--- config.mk ---
export PLATFORM = sky130hd
export DESIGN_NAME = alu_mul_sequencer
export DESIGN_NICKNAME = d
export VERILOG_FILES = /design/src/rtl/alu_mul_sequencer.sv
export SDC_FILE = /design/constraint.sdc
export NUM_CORES = 1
export LEC_CHECK = 0
export ABC_CLOCK_PERIOD_IN_PS = 2600
export BUFFER_PORTS_ARGS = -buffer_cell sky130_fd_sc_hd__buf_2
export CAP_MARGIN = 10
export CORE_AREA = 2 2 160 162
export CTS_CLUSTER_DIAMETER = 100
export DETAILED_ROUTE_END_ITERATION = 7
export DIE_AREA = 0 0 162 164
export SYNTH_ARGS = -nofsm -noshare
export SYNTH_HDL_FRONTEND = slang
export SYNTH_SLANG_ARGS = --single-unit
--- constraint.sdc ---
create_clock -name clk -period 2.6 [get_ports clk]
set_input_delay 0.13 -clock clk [delete_from_list [all_inputs] [get_ports clk]]
set_output_delay 0.13 -clock clk [all_outputs]
set_load 0.02 [all_outputs]
--- src/rtl/alu_mul_sequencer.sv ---
// Shift-and-add multiplier sequencer that borrows the core's shared ALU for its accumulate steps.
// Optional MULSEQ_EARLY_EXIT_EN ends the run once the remaining multiplier bits are all zero.
module alu_mul_sequencer #(
    parameter int unsigned DATA_WIDTH = 32,
    parameter int unsigned ALU_CONTROL_BITS = 3,
    parameter logic [ALU_CONTROL_BITS-1:0] ADD_SUB_OP = '0
) (
    input  logic                        clk,
    input  logic                        rst,
    input  logic [DATA_WIDTH-1:0]       core_a,
    input  logic [DATA_WIDTH-1:0]       core_b,
    input  logic [ALU_CONTROL_BITS-1:0] core_alu_control,
    input  logic                        core_signed_flag,
    output logic [DATA_WIDTH-1:0]       core_q,
    output logic                        core_less,
    output logic                        core_equal,
    output logic                        busy,
    input  logic                        mul_valid,
    output logic                        mul_ready,
    input  logic [DATA_WIDTH-1:0]       mul_a,
    input  logic [DATA_WIDTH-1:0]       mul_b,
    output logic                        res_valid,
    input  logic                        res_ready,
    output logic [DATA_WIDTH-1:0]       res_q,
    output logic [DATA_WIDTH-1:0]       alu_a,
    output logic [DATA_WIDTH-1:0]       alu_b,
    output logic [ALU_CONTROL_BITS-1:0] alu_control,
    output logic                        alu_signed_flag,
    input  logic [DATA_WIDTH-1:0]       alu_q,
    input  logic                        alu_less,
    input  logic                        alu_equal
);

    localparam int unsigned CntW = $clog2(DATA_WIDTH) + 1;
    localparam logic [CntW-1:0] CntLast = CntW'(DATA_WIDTH - 1);

    typedef enum logic [1:0] {StIdle, StRun, StDone} state_e;

    state_e                state_q, state_d;
    logic [DATA_WIDTH-1:0] acc_q, acc_d;
    logic [DATA_WIDTH-1:0] mcand_q, mcand_d;
    logic [DATA_WIDTH-1:0] mplier_q, mplier_d;
    logic [CntW-1:0]       cnt_q, cnt_d;

    always_ff @(posedge clk) begin
        if (rst) begin
            state_q  <= StIdle;
            acc_q    <= '0;
            mcand_q  <= '0;
            mplier_q <= '0;
            cnt_q    <= '0;
        end else begin
            state_q  <= state_d;
            acc_q    <= acc_d;
            mcand_q  <= mcand_d;
            mplier_q <= mplier_d;
            cnt_q    <= cnt_d;
        end
    end

    assign res_q = acc_q;

    always_comb begin
        state_d         = state_q;
        acc_d           = acc_q;
        mcand_d         = mcand_q;
        mplier_d        = mplier_q;
        cnt_d           = cnt_q;
        alu_a           = core_a;
        alu_b           = core_b;
        alu_control     = core_alu_control;
        alu_signed_flag = core_signed_flag;
        core_q          = alu_q;
        core_less       = alu_less;
        core_equal      = alu_equal;
        busy            = 1'b0;
        mul_ready       = 1'b0;
        res_valid       = 1'b0;

        unique case (state_q)
            StIdle: begin
                mul_ready = 1'b1;
                if (mul_valid) begin
                    acc_d    = '0;
                    mcand_d  = mul_a;
                    mplier_d = mul_b;
                    cnt_d    = '0;
                    state_d  = StRun;
`ifdef MULSEQ_EARLY_EXIT_EN
                    if (mul_b == '0) state_d = StDone;
`endif
                end
            end
            StRun: begin
                busy            = 1'b1;
                alu_a           = acc_q;
                alu_b           = mcand_q;
                alu_control     = ADD_SUB_OP;
                alu_signed_flag = 1'b0;
                core_q          = '0;
                core_less       = 1'b0;
                core_equal      = 1'b0;
                if (mplier_q[0]) acc_d = alu_q;
                mcand_d  = mcand_q << 1;
                mplier_d = mplier_q >> 1;
                cnt_d    = cnt_q + 1'b1;
                if (cnt_q == CntLast) state_d = StDone;
`ifdef MULSEQ_EARLY_EXIT_EN
                if (mplier_d == '0) state_d = StDone;
`endif
            end
            StDone: begin
                res_valid = 1'b1;
                if (res_ready) state_d = StIdle;
            end
            default: state_d = StIdle;
        endcase
    end

endmodule

=== After elaboration in Yosys (flattened, before gate mapping) ===
Cells that the tools add are included.

* Word-level logic and storage cells: 41
* Register bits after elaboration: 104
* Bits of input ports: 170
* Output and inout port bits: 137

* $add $sub $neg: 1
* Equality and inequality tests: 7
* Reductions and logical operators: 5
* Muxes and demuxes: 23

{| class="wikitable"
|+ Operator list
! kind !! count
|-
| 32-bit two-way mux || 7
|-
| 32-bit case mux with 2 select lines || 3
|-
| 6-bit case mux with 2 select lines || 1
|-
| 2-bit != test, second input constant || 4
|-
| 6-bit by 1-bit adder with 6-bit output, second input constant || 1
|-
| 6-bit by 5-bit equality test with 1-bit output, second input constant || 1
|-
| 1-bit two-way mux || 6
|-
| 2-bit two-way mux || 3
|-
| 6-bit two-way mux || 1
|-
| 2-bit case mux with 3 select lines || 1
|-
| 3-bit AND reduction || 2
|-
| 3-bit two-way mux || 1
|-
| 2-bit by 1-bit equality test with 1-bit output, second input constant || 1
|-
| 2-bit equality test, second input constant || 1
|-
| 2-bit zero test || 1
|-
| 2-bit AND reduction || 1
|-
| 2-bit nonzero test || 1
|}

=== Depth between registers and ports, before layout ===
* Word-level depth: 3
* Gate-level depth with buffers: 6

=== Worst setup path after synthesis ===
No wires, ideal clock.

* Path type: register to output
* Start point: register state_q[1]
* End point: output port alu_a[22]
* Data required time: 2.470 ns
* Stages on the path, launching flop included: 6
* Buffers on the path: 1
* Slack: 1.199 ns
* Arrival: 1.271 ns
* Path through: dfxtp_1 > nand2b_1 > inv_2 > clkbuf_1 > nand2_1 > nand2_1

* Cells in the longest elaborated chain, start to end: 2

{| class="wikitable"
|+ RTL lines
! item !! RTL line !! text
|-
| from (decl) || 39 || <nowiki>state_e state_q, state_d;</nowiki>
|-
| from (signal assigned) || 47 || <nowiki>state_q <= StIdle;</nowiki>
|-
| from (signal assigned) || 53 || <nowiki>state_q <= state_d;</nowiki>
|-
| 2-bit by 1-bit equality test with 1-bit output || 80 || <nowiki>unique case (state_q)</nowiki>
|-
| 32-bit two-way mux || 80 ||
|-
| to (decl) || 25 || <nowiki>output logic [DATA_WIDTH-1:0] alu_a,</nowiki>
|}

No other way between the ends.

=== Worst setup path in the final report ===
* Start point: register state_q[0]
* End point: output port alu_b[13]

* Cells in the longest elaborated chain, start to end: 2

{| class="wikitable"
|+ RTL lines
! item !! RTL line !! text
|-
| 2-bit by 1-bit equality test with 1-bit output || 80 ||
|-
| 32-bit two-way mux || 80 ||
|-
| to (decl) || 26 || <nowiki>output logic [DATA_WIDTH-1:0] alu_b,</nowiki>
|}

No other way between the ends.

==> results by group <==
Placed design
  – Dpl ws: 683 ps
  – PortBufs: 306
  – Placed cell area: 0.00785 mm2
  – DP HPWL: 14900 um
  – Final GP Congestion: 0.780

Die
  – Die Wd: 162 um
  – Row count: 58
  – Starting Density: 24.7%
  – CORE AREA: 0.0248 mm2
  – Ports: 307
  – Height of the die: 164 um
  – Die area: 0.0266 mm2

Drt
  – DRC violations left: 0
  – WL per Instance: 15.0 um
  – Vias/cell: 4.67
  – Met2 wire length: 10500 um
  – Via count: 6756
  – DRT Pass-1 Iters: 4
  – WL met3: 1110 um
  – Max layer used: met4
  – Met1 WL: 9710 um
  – Routed Antenna Nets: 0
  – Post-Route WL: 21700 um
  – DRT iter0 DRCs: 369

Min path
  – Hold Crit Endpoint: mcand_q[0]
  – HP Start: mul_a[0]
  – Hold Crit Depth: 3
  – Hold Crit Class: primary input to flop

Timing
  – Final Hold Vio Count: 0
  – Tcrit/Tclk final: 86.0%
  – Rel. slew slack: 51.6%
  – Post-layout min period: 2240 ps
  – Final Max Tran Viols: 0
  – Setup TNS: 0 ps
  – Post-route setup slack: 365 ps
  – Measured slew at the worst slew-check pin: 726 ps
  – F_max: 447 MHz
  – Skew final: 9.27 ps
  – RSZ-0062 raised after global routing: no
  – Final setup viols: 0

GRT
  – First-pass GRT wire length: 32900 um
  – Initial antenna violation count: 2
  – Largest net degree at the start of global routing: 175
  – GRT Overall Usage: 15.5%
  – GRT overflow: 0
  – Vias in the first global route: 6165

Synth
  – Ys async rst share: 0%
  – Synth unique cells: 32
  – Area contributors post-synth: dfxtp_1 (34%), nand2_1 (12%), a21oi_1 (9.9%)
  – Syn. warnings: 0
  – Synthesis-stage register bit count: 104
  – Syn_nets: 1036
  – Post-synthesis cell count: 865
  – Area leader, netlist: dfxtp_1
  – Primary FF master, synth: dfxtp_1
  – Synthesized area: 0.00613 mm2
  – Post-synth EDFFs: 0
  – Syn avg cell area: 7.08 um2
  – Sequential-to-total area share from yosys stat: 34.0%
  – Yosys top cell area share: 34.0%

Critical path
  – WP data required: 2470 ps
  – WP data arrival: 2110 ps
  – Critical path launch point type: flop
  – Register-to-Register Path Depth: 5
  – Worst R2R End: res_q[26]
  – CP endpoint kind: output port
  – Worst r2r src: state_q[0]
  – Worst Path Class, Setup: flop to output port
  – Flop2flop setup slack: 670 ps
  – CP max FO: 32

Clock tree
  – H-tree depth reported by CTS: 3
  – Post-CTS setup buffer count: 0
  – CTS tree: built
  – Num CTS Buffers: 9
  – Clock latency on the worst-skew pair: 350 ps
  – Root Driver: clkbuf_16
  – Hold buffer count at cts: 0
  – CTS resizes: 0
  – TritonCTS Sinks: 104
  – Maximum root-to-sink buffer count: 2
  – Reg clk slew, reported paths: 70 ps

Status
  – Status: completed

Flow run
  – Max-cap violations: 0

Final layout
  – Fill count: 2764
  – Most frequent cells in the layout: buf_2 (304), nand2_1 (197), a21oi_1 (121)
  – Share of cells above drive strength 1: 32.4%
  – Final instance area: 0.00817 mm2
  – Commonest non-fill, non-tap cell in the layout: buf_2
  – Final Core Density: 32.9%
  – Final nets: 1281
  – Area Overhead vs Synth: 33.3%

Pwr
  – Cell Pwr Density: 531 mW/mm2
  – Peak supply drop: 0.000275 V
  – Leakage power: 3.92 nW
## metal layers
| layer | track usage [%] | up-vias |
|---|---|---|
| met2 | 26.2 | 187 |
| met3 | 2.60 | 21 |
| li1 | - | 3435 |
| met1 | 20.5 | 3113 |
| met4 | 3.94 | 0 |
| met5 | 0 | - |
## sequential cells by signal, indices dropped and copies added (netlist names)
signal / cells
res_q: 32
mplier_q: 32
mcand_q: 32
cnt_q: 6
state_q: 2
## worst max-delay path by stage
stage	start	endpoint	slack [ps]	cells after the start
floorplan	state_q[1]	alu_a[22]	1200	5
global placement	state_q[0]	res_q[3]	690	5
detailed placement	state_q[0]	res_q[26]	680	5
CTS	state_q[0]	alu_b[12]	350	6
global route	state_q[0]	alu_b[21]	210	6
finish	state_q[0]	alu_b[13]	360	6
## critical path: stages, from the launching register on
cell,delay [ps]
dfxtp_4,550
nand2b_4,100
inv_2,470
buf_12,270
nand2_1,120
nand2_1,70
buf_2,150
## Yosys cell counts, drive strengths merged (2+ instances only)
cell / n
nor3b: 4
clkbuf: 37
a21oi: 121
dfxtp: 104
nand4b: 32
nand2: 197
nand2b: 2
nand4: 2
a22oi: 3
o21ai: 39
mux2: 3
buf: 47
o221a: 44
nor3: 4
nor2: 115
and2: 38
a311oi: 18
inv: 46
## metrics by stage
step	std cells	hold WS [ps]	power, mW
2_1_floorplan	865	291	2.50
3_3_place_gp	1429	383	2.89
3_5_place_dp	1429	396	2.90
4_1_cts	1445	17.7	4.42
5_1_grt	1445	25.0	4.60
6_report	1446	37.7	4.34
## report_power, final
group / switching, mW / leakage [nW] / internal, mW
clock: 0.642 / 0.155 / 0.838
combinational: 0.649 / 2.90 / 0.415
sequential: 0.0975 / 0.858 / 1.70
total: 1.39 / 3.92 / 2.95
## cell type report
type                            count  area [um2]  share of cell area (%)
Sequential cell                   104        2090                    25.6
Tap cell                          330         413                    5.05
Clock inverter                      3        47.5                   0.582
Inverter                           46         173                    2.11
Clock buffer                       13         272                    3.32
Multi-Input combinational cell    631        3500                    42.8
Timing Repair Buffer              318        1680                    20.5
Antenna cell                        1        2.50                  0.0306
## kinds of logic after synthesis
logic type	Yosys count	synth area share, %
AOI/OAI and AO/OA	230	26.7
adders and majority gates	1	0.204
buffers and inverters	130	9.23
DFF	104	34.0
muxes	4	0.776
and+or+nand+nor	396	29.1
Note: power is estimated with default switching activity, not from simulation.
